**src/rtl/wb_rr_arbiter_pkg.sv**
```systemverilog
// Shared types and constants for the two-master round-robin Wishbone arbiter.
package wb_rr_arbiter_pkg;

  typedef enum logic [1:0] {
    IDLE  = 2'd0,
    OWN_A = 2'd1,
    OWN_B = 2'd2,
    ABORT = 2'd3
  } state_t;

  localparam logic [1:0] OWNER_NONE = 2'b00;
  localparam logic [1:0] OWNER_A    = 2'b01;
  localparam logic [1:0] OWNER_B    = 2'b10;

endpackage

```
**src/rtl/wb_rr_arbiter_watchdog.sv**
```systemverilog
// Bus-ownership watchdog: counts idle owned clocks and flags when the count saturates.
module wb_watchdog #(
  parameter int LG = 10
) (
  input  logic i_clk,
  input  logic i_reset,
  input  logic i_clear,
  input  logic i_run,
  output logic o_expired
);

  logic [LG-1:0] count;

  assign o_expired = (count == '1);

  always_ff @(posedge i_clk) begin
    if (i_reset || i_clear || !i_run)
      count <= '0;
    else if (!o_expired)
      count <= count + 1'b1;
  end

endmodule

```
**src/rtl/wb_rr_arbiter.sv**
```systemverilog
// Two-master round-robin Wishbone (pipelined) arbiter; grant is registered, bus paths are combinational.
// Optional ownership watchdog enabled by defining WB_RR_ARBITER_TIMEOUT_EN.
module wb_rr_arbiter
  import wb_rr_arbiter_pkg::*;
#(
  parameter int       AW           = 26,
  parameter int       DW           = 32,
  parameter logic     OPT_LOWPOWER = 1'b0,
  parameter int       TIMEOUT_LG   = 10
) (
  input  logic            i_clk,
  input  logic            i_reset,
  input  logic            i_a_cyc,
  input  logic            i_a_stb,
  input  logic            i_a_we,
  input  logic [AW-1:0]   i_a_addr,
  input  logic [DW-1:0]   i_a_data,
  input  logic [DW/8-1:0] i_a_sel,
  output logic            o_a_stall,
  output logic            o_a_ack,
  output logic            o_a_err,
  input  logic            i_b_cyc,
  input  logic            i_b_stb,
  input  logic            i_b_we,
  input  logic [AW-1:0]   i_b_addr,
  input  logic [DW-1:0]   i_b_data,
  input  logic [DW/8-1:0] i_b_sel,
  output logic            o_b_stall,
  output logic            o_b_ack,
  output logic            o_b_err,
  output logic [DW-1:0]   o_rdata,
  output logic            o_cyc,
  output logic            o_stb,
  output logic            o_we,
  output logic [AW-1:0]   o_addr,
  output logic [DW-1:0]   o_data,
  output logic [DW/8-1:0] o_sel,
  input  logic            i_stall,
  input  logic            i_ack,
  input  logic            i_err,
  input  logic [DW-1:0]   i_data,
  output logic [1:0]      o_owner
);

  state_t     state, state_n;
  logic       last_b, last_b_n;
  logic [1:0] owner_n;
  logic       own_a, own_b, abort, req_a, req_b, expire;

  assign own_a = (state == OWN_A);
  assign own_b = (state == OWN_B);
  assign abort = (state == ABORT);
  assign req_a = i_a_cyc & i_a_stb;
  assign req_b = i_b_cyc & i_b_stb;

`ifdef WB_RR_ARBITER_TIMEOUT_EN
  logic wd_full;

  wb_watchdog #(.LG(TIMEOUT_LG)) u_watchdog (
    .i_clk     (i_clk),
    .i_reset   (i_reset),
    .i_clear   ((state == IDLE) | i_ack | (o_stb & ~i_stall)),
    .i_run     (own_a | own_b),
    .o_expired (wd_full)
  );

  assign expire = wd_full & ((own_a & i_a_cyc) | (own_b & i_b_cyc));
`else
  logic unused_timeout;
  assign unused_timeout = ^TIMEOUT_LG;
  assign expire = 1'b0;
`endif

  always_comb begin
    state_n  = state;
    last_b_n = last_b;
    case (state)
      IDLE: begin
        if (req_a && (!req_b || last_b)) begin
          state_n  = OWN_A;
          last_b_n = 1'b0;
        end else if (req_b) begin
          state_n  = OWN_B;
          last_b_n = 1'b1;
        end
      end
      OWN_A: begin
        if (!i_a_cyc)    state_n = IDLE;
        else if (expire) state_n = ABORT;
      end
      OWN_B: begin
        if (!i_b_cyc)    state_n = IDLE;
        else if (expire) state_n = ABORT;
      end
`ifdef WB_RR_ARBITER_TIMEOUT_EN
      // last_b still names the aborted owner, since ABORT never updates it
      ABORT: if (!(last_b ? i_b_cyc : i_a_cyc)) state_n = IDLE;
`endif
      default: state_n = IDLE;
    endcase
  end

  always_comb begin
    case (state_n)
      OWN_A:   owner_n = OWNER_A;
      OWN_B:   owner_n = OWNER_B;
      default: owner_n = OWNER_NONE;
    endcase
  end

  always_ff @(posedge i_clk) begin
    if (i_reset) begin
      state   <= IDLE;
      last_b  <= 1'b1;
      o_owner <= OWNER_NONE;
    end else begin
      state   <= state_n;
      last_b  <= last_b_n;
      o_owner <= owner_n;
    end
  end

  always_comb begin
    o_cyc = (own_a & i_a_cyc) | (own_b & i_b_cyc);
    o_stb = (own_a & i_a_stb) | (own_b & i_b_stb);
    if (OPT_LOWPOWER && !o_stb) begin
      o_we   = 1'b0;
      o_addr = '0;
      o_data = '0;
      o_sel  = '0;
    end else if (own_b) begin
      o_we   = i_b_we;
      o_addr = i_b_addr;
      o_data = i_b_data;
      o_sel  = i_b_sel;
    end else begin
      o_we   = i_a_we;
      o_addr = i_a_addr;
      o_data = i_a_data;
      o_sel  = i_a_sel;
    end
  end

  always_comb begin
    o_a_stall = own_a ? i_stall : (abort | i_a_stb);
    o_b_stall = own_b ? i_stall : (abort | i_b_stb);
    o_a_ack   = own_a & i_ack & i_a_cyc;
    o_b_ack   = own_b & i_ack & i_b_cyc;
    o_a_err   = own_a & ((i_err & i_a_cyc) | expire);
    o_b_err   = own_b & ((i_err & i_b_cyc) | expire);
    o_rdata   = (OPT_LOWPOWER && !o_cyc) ? '0 : i_data;
  end

endmodule

```
**config.mk**
```make
export PLATFORM = sky130hd
export DESIGN_NAME = wb_rr_arbiter
export DESIGN_NICKNAME = d
export VERILOG_FILES = /design/src/rtl/wb_rr_arbiter_pkg.sv /design/src/rtl/wb_rr_arbiter_watchdog.sv /design/src/rtl/wb_rr_arbiter.sv
export SDC_FILE = /design/constraint.sdc
export NUM_CORES = 1
export LEC_CHECK = 0
export CORE_AREA = 4 4 102 104
export CTS_BUF_LIST = sky130_fd_sc_hd__clkbuf_8 sky130_fd_sc_hd__clkbuf_16
export DETAILED_ROUTE_END_ITERATION = 12
export DIE_AREA = 0 0 106 108
export GPL_TIMING_DRIVEN = 0
export PLACE_DENSITY = 0.71
export REMOVE_ABC_BUFFERS = 1
export SYNTH_ARGS = -nofsm -noshare
export SYNTH_HDL_FRONTEND = slang
export SYNTH_SLANG_ARGS = --single-unit
```
**constraint.sdc**
```tcl
create_clock -name i_clk -period 1.5 [get_ports i_clk]
set_clock_uncertainty 0.1 [all_clocks]
set_input_delay 0.3 -clock i_clk [delete_from_list [all_inputs] [get_ports i_clk]]
set_output_delay 0.3 -clock i_clk [all_outputs]
set_load 0.02 [all_outputs]
```
==> results.cfg, run 1 <==
[yosys]
dominantRegCellSynth = dfxtp_1
register_area_share_after_synthesis_pct = 7.56
synth_area_per_cell_um2 = 4.92
synth_edf_count = 0
synth_area_um2 = 1320
post-synth-top-area-fraction_pct = 55.0
synth.yosys.warnings = 0
synth.top_cells.by_area = nand2_1 (55%), buf_4 (18%), dfxtp_1 (7.6%), buf_2 (4.2%), buf_6 (3.4%)
synth_largest_area_cell = nand2_1
synthesis.instances = 269
synth.cells.most_frequent = nand2_1 (194), buf_4 (32), buf_2 (11), dfxtp_1 (5)
yosys_register_bits = 5
fraction_of_registers_with_async_set_reset_pct = 0
synth.lib_cells_used.distinct = 20
synth_most_common_cell = nand2_1

[floorplan]
floorplan.die_area_um2 = 11400
rows = 36
initial_core_util_pct = 13.9
floorplan.core_area_um2 = 9550
die_h_um = 108
dieWidth_um = 106
pin_count = 272

[setup_path]
crit_fanout = 9
worst_path_buf_inv = 2
cp.required_ns = 1.10
cp_slowest_stage_delay_ns = 0.38
crit_path_frequent_cell = nand2_1
cp-end-kind = output port
gate_family_responsible_for_the_most_delay_along_the_worst_path = flip-flops
timing.critical_path.slowest_stage_cell = dfxtp_4
worstPathArrival_ns = 1.30
startpoint = state[0]
cp_cell_instances = nand2b_4, clkbuf_16, nand2_1, nand2_1, buf_6
worstSetupPathType = reg -> out
start_kind = register
timing.rr.start = state[1]

[cells_and_area]
area_growth_syn_to_layout_pct = 198
finalNetCount = 631
num_antenna_cells = 0
layout.cells.non_filler = 596
final_layout_size_suffix_gt1_share_pct = 34.8

[worst_hold_path]
hold_path_startpoint = i_a_stb
min_path_type = in -> reg

[power]
vdd_drop_max_v = 0.000417
power.share.clock_pct = 14.0
p_sw_uw = 624
power_report.internal_total_mw = 1.08
pwr-share-comb_pct = 77.3
power_frac_seq_pct = 8.7
total_leakage_power_nw = 1.90
total_power_density_per_cell_area_nw_per_um2 = 430
switching_share_pct = 36.7

[placed_design]
place.gp.congestion = 0.761
place.detailed.hpwl_um = 7460
placedCellCount = 563
count_of_input_and_output_buffers = 207

[sta]
final.setup.tns_ns = -12.25
hold_viol_final = 0
maximum_operating_frequency_ghz = 0.587
report.final.slew_viol_count = 0
worst_slew_pin_slew_ns = 0.227
timing.slew.headroom_pct = 84.7
rsz0062_at_grt = yes
postLayoutSetupSlackWorst_ns = -0.205
post-route-min-period_ns = 1.70
layout_worst_path_cycle_share_pct = 114
final.hold.worst_slack_ns = 0.430
finalSetupViolations = 71

[grt]
number_of_antenna_violations_at_the_first_check_in_global_routing = 0
global_route_usage_sum_pct = 16.5
global_route_wire_length_before_repair_um = 14100
grt_overflow = 0
grt_max_degree = 20
first_global_vias = 2385

[routing]
post_drt_via_cell_ratio = 4.05
wl_per_cell_um = 17.7
dr_total_vias = 2415
final_antenna_net_count = 0
detailedRoute.firstPassIterationCount = 4
drt-initial-drc-count = 123
detail_route.drc_violations = 0
postRouteWirelength_um = 10500

[cts]
cts_tree = done
cts_root_buf = clkbuf_8
cts_inserted_buffers = 3
cts_hold_buf = 0
clk_path_buf_depth = 2
clk_transition_reported_paths_ns = 0.03
worstSkewPairLatency_ns = 0.22
cts_htree_levels = 1
tritoncts_num_sinks = 5

[flow_run]
cap_violations = 0

[outcome]
violations = negative setup slack
run_status = finished with violations
## layout make-up
cell class | count | area [µm²]
multi-input cells | 221 | 1100
well taps | 133 | 166
repair buffers | 233 | 2530
flip-flops and latches | 5 | 108
fillers | 1001 | 5600
clock buffers | 3 | 41.3
clock inverters | 1 | 3.75
## power by group through the flow
stage / registers, mW / logic (mW) / clock network [mW]
floorplan: 0.153 / 0.380 / 0
global placement: 0.151 / 1.07 / 0
detailed placement: 0.152 / 1.08 / 0
CTS: 0.150 / 1.23 / 0.247
global route: 0.150 / 1.39 / 0.262
finish: 0.149 / 1.31 / 0.238
## logic make-up (layout without fill, tap and decap cells)
| group | Yosys count | count (layout) | share of synthesized area [%] |
|---|---|---|---|
| simple gates | 209 | 213 | 63.0 |
| buf+inv | 47 | 237 | 25.7 |
| compound gates | 8 | 8 | 3.69 |
| flops | 5 | 5 | 7.56 |
## placed cells by master, fill, tap and decap left out, types with 3 or more instances in the layout
cell and count:
nor2b_4 5, nand2_1 147, buf_12 6, nand2_4 3
buf_6 83, dlygate4sd2_1 4, clkdlybuf4s50_1 132, nand2_2 44
buf_4 5, dfxtp_1 3, clkbuf_8 3
## routing by layer
layer / vias up / share of wire (%) / GRT usage, %
met5: - / 0.93 / 6.25
met4: 2 / 2.0 / 3.98
met3: 8 / 15 / 10.3
met2: 159 / 50 / 30.7
met1: 1069 / 32 / 14.7
li1: 1177 / - / -
## final timing paths
kind                            cells after the start  slack [ns]          to
worst max register to register                      6        0.06      last_b
worst max-delay path                                5       -0.20  o_addr[17]
worst min-delay path                                2        0.43    state[1]
worst min register to register                      2        0.46      last_b
## sequential cells by signal (all words and copies together), names as in the netlist
| register | count |
|---|---|
| o_owner | 2 |
| state | 2 |
| last_b | 1 |
## through the flow
step | cell area (µm²) | setup WS, ns | utilization, % | power, mW
after floorplan | 983 | -0.911 | - | 0.533
after global placement | 3220 | -2.23 | 33.7 | 1.22
after detailed placement | 3240 | -1.52 | 34.0 | 1.24
after CTS | 3650 | -0.216 | 38.2 | 1.62
after global routing | 3950 | -0.266 | 41.4 | 1.80
final | 3950 | -0.205 | 41.4 | 1.70
## repair_timing
action / in CTS / in global routing
pin swaps: 1 / 19
gates resized for setup: 444 / 72
cloned: 5 / 2
buffers inserted: 19 / 3
endpoints found under the setup margin: 73 / 71
hold endpoints to repair: 0 / 0
## worst register-to-register path, delay by kind of cell, from the launching register on
kind / cells / cell delay [ns]
compound gates: 1 / 0.19
buf+inv: 3 / 0.39
flops: 1 / 0.37
simple gates: 2 / 0.29
(Power assumes the default switching activity.)
==> run 2, diff against run 1 <==
CORE_AREA = 2 2 104 106   (was 4 4 102 104)
PLACE_DENSITY = 0.6   (was 0.71)
clock period = 2.2 ns   (was 1.5 ns; I/O delays follow)
==> results.cfg, run 2 (same netlist as run 1, synthesis figures left out) <==
[power]
p_sw_uw = 359
switching_share_pct = 37.8
pwr-share-comb_pct = 71.9
p_total_uw = 950
power_frac_seq_pct = 11.1
total_power_density_per_cell_area_nw_per_um2 = 285
power_report.internal_total_uw = 591
total_leakage_power_nw = 1.66
power.share.clock_pct = 17.0
vdd_drop_max_v = 0.000358

[setup_path]
start_kind = input port
worstSetupPathType = in -> out
cp.required_ns = 1.66
rrSetupSlack_ns = 0.99
cp-end-kind = output port
worstPathArrival_ns = 1.64
worst-r2r-cell-count = 3
timing.rr.start = state[1]
crit_fanout = 6
critical_path.reg2reg.endpoint = last_b

[sta]
post-route-min-period_ns = 2.18
maximum_operating_frequency_ghz = 0.458
layout_worst_path_cycle_share_pct = 99.3
final.hold.worst_slack_ns = 0.441
finalSetupViolations = 0
rsz0062_at_grt = yes
report.final.slew_viol_count = 0
timing.slew.headroom_pct = 84.6
worst_slew_pin_slew_ns = 0.229
hold_viol_final = 0

[routing]
detailedRoute.firstPassIterationCount = 4
final_antenna_net_count = 0
drt-initial-drc-count = 112
wl_per_cell_um = 16.1
postRouteWirelength_um = 9290
detail_route.drc_violations = 0
dr_total_vias = 2311
post_drt_via_cell_ratio = 4.00

[cells_and_area]
layout.cells.non_filler = 578
layout_common_cells = nand2_1 (194), clkdlybuf4s50_1 (136), dlygate4sd2_1 (60)
final_area_um2 = 3340
post-route-util_pct = 32.6
biggestRegsByFlops = o_owner x2, state x2, last_b x1
final_layout_size_suffix_gt1_share_pct = 4.30
area_growth_syn_to_layout_pct = 152
num_antenna_cells = 0
layout_commonest_cell = nand2_1
finalNetCount = 610

[grt]
first_global_vias = 2186
global_route_wire_length_before_repair_um = 12700
number_of_antenna_violations_at_the_first_check_in_global_routing = 0
grt_overflow = 0
grt_max_degree = 38
global_route_usage_sum_pct = 15.0

[floorplan]
pin_count = 272
rows = 37
dieWidth_um = 106
initial_core_util_pct = 12.9
floorplan.core_area_um2 = 10200
floorplan.die_area_um2 = 11400
die_h_um = 108

[cts]
worstSkewPairLatency_ns = 0.22
cts_tree = done
cts_root_buf = clkbuf_8
clk_path_buf_depth = 2
tritoncts_num_sinks = 5
cts_htree_levels = 1
cts_inserted_buffers = 3
clk_transition_reported_paths_ns = 0.03

[worst_hold_path]
hold_path_depth = 2
min_path_type = reg -> reg
hold_path_startpoint = last_b
worst_hold_path.endpoint = last_b

[placed_design]
place.gp.congestion = 0.767
placement.cell_area_um2 = 3270
count_of_input_and_output_buffers = 207
placedCellCount = 567
place.detailed.hpwl_um = 7670

[outcome]
run_status = finished, final reports clean

[flow_run]
cap_violations = 0
-- run 2: cell type report --
class / count / area (µm²)
fill: 1143 / 6890
clock buffer: 3 / 41.3
clock inverter: 1 / 3.75
tap: 136 / 170
timing repair buffer: 214 / 2090
multi-input combinational: 219 / 921
sequential: 5 / 108
-- run 2: metal layers --
layer | vias to the layer above | GRT usage (%) | wire, µm
li1 | 1132 | - | -
met1 | 967 | 12.9 | 2930
met2 | 204 | 24.4 | 4020
met3 | 6 | 16.3 | 2240
met4 | 2 | 1.22 | 23
met5 | - | 4.91 | 71
-- run 2: stage by stage --
| step | setup slack (ns) | setup TNS (ns) |
|---|---|---|
| final | 0.0151 | 0 |
| after global routing | -0.0268 | -0.0478 |
| after CTS | 0.00402 | 0 |
| after detailed placement | -0.576 | -30.58 |
| after global placement | -1.79 | -106.61 |
| after floorplan | -0.351 | -21.50 |
-- run 2: worst max path at each step --
stage	slack, ns	cells after the start	endpoint	startpoint
6_report	0.02	4	o_a_ack	i_a_cyc
5_1_grt	-0.03	4	o_a_ack	i_a_cyc
4_1_cts	0.004	5	o_cyc	i_a_cyc
3_5_place_dp	-0.58	5	o_data[19]	state[1]
3_3_place_gp	-1.79	4	o_addr[25]	state[0]
2_1_floorplan	-0.35	2	o_b_stall	state[0]
-- run 2: critical path, stage by stage --
cell and delay, ns:
clkdlybuf4s50_1 0.44, nor2b_2 0.24, and3_1 0.18, dlygate4sd2_1 0.33
-- run 2: repair_timing --
action,4_1_cts,5_1_grt
endpoints found under the setup margin,71,13
hold buffers,0,0
endpoints found under the hold margin,0,0
gates resized for setup,81,12
cloned,2,0
buffers inserted,5,0
-- run 2: power groups by stage --
| stage | Combinational, mW | Clock, mW | Sequential (mW) |
|---|---|---|---|
| 3_3_place_gp | 0.731 | 0 | 0.103 |
| 6_report | 0.683 | 0.162 | 0.105 |
| 5_1_grt | 0.736 | 0.173 | 0.106 |
| 2_1_floorplan | 0.259 | 0 | 0.105 |
| 4_1_cts | 0.688 | 0.166 | 0.105 |
| 3_5_place_dp | 0.740 | 0 | 0.104 |
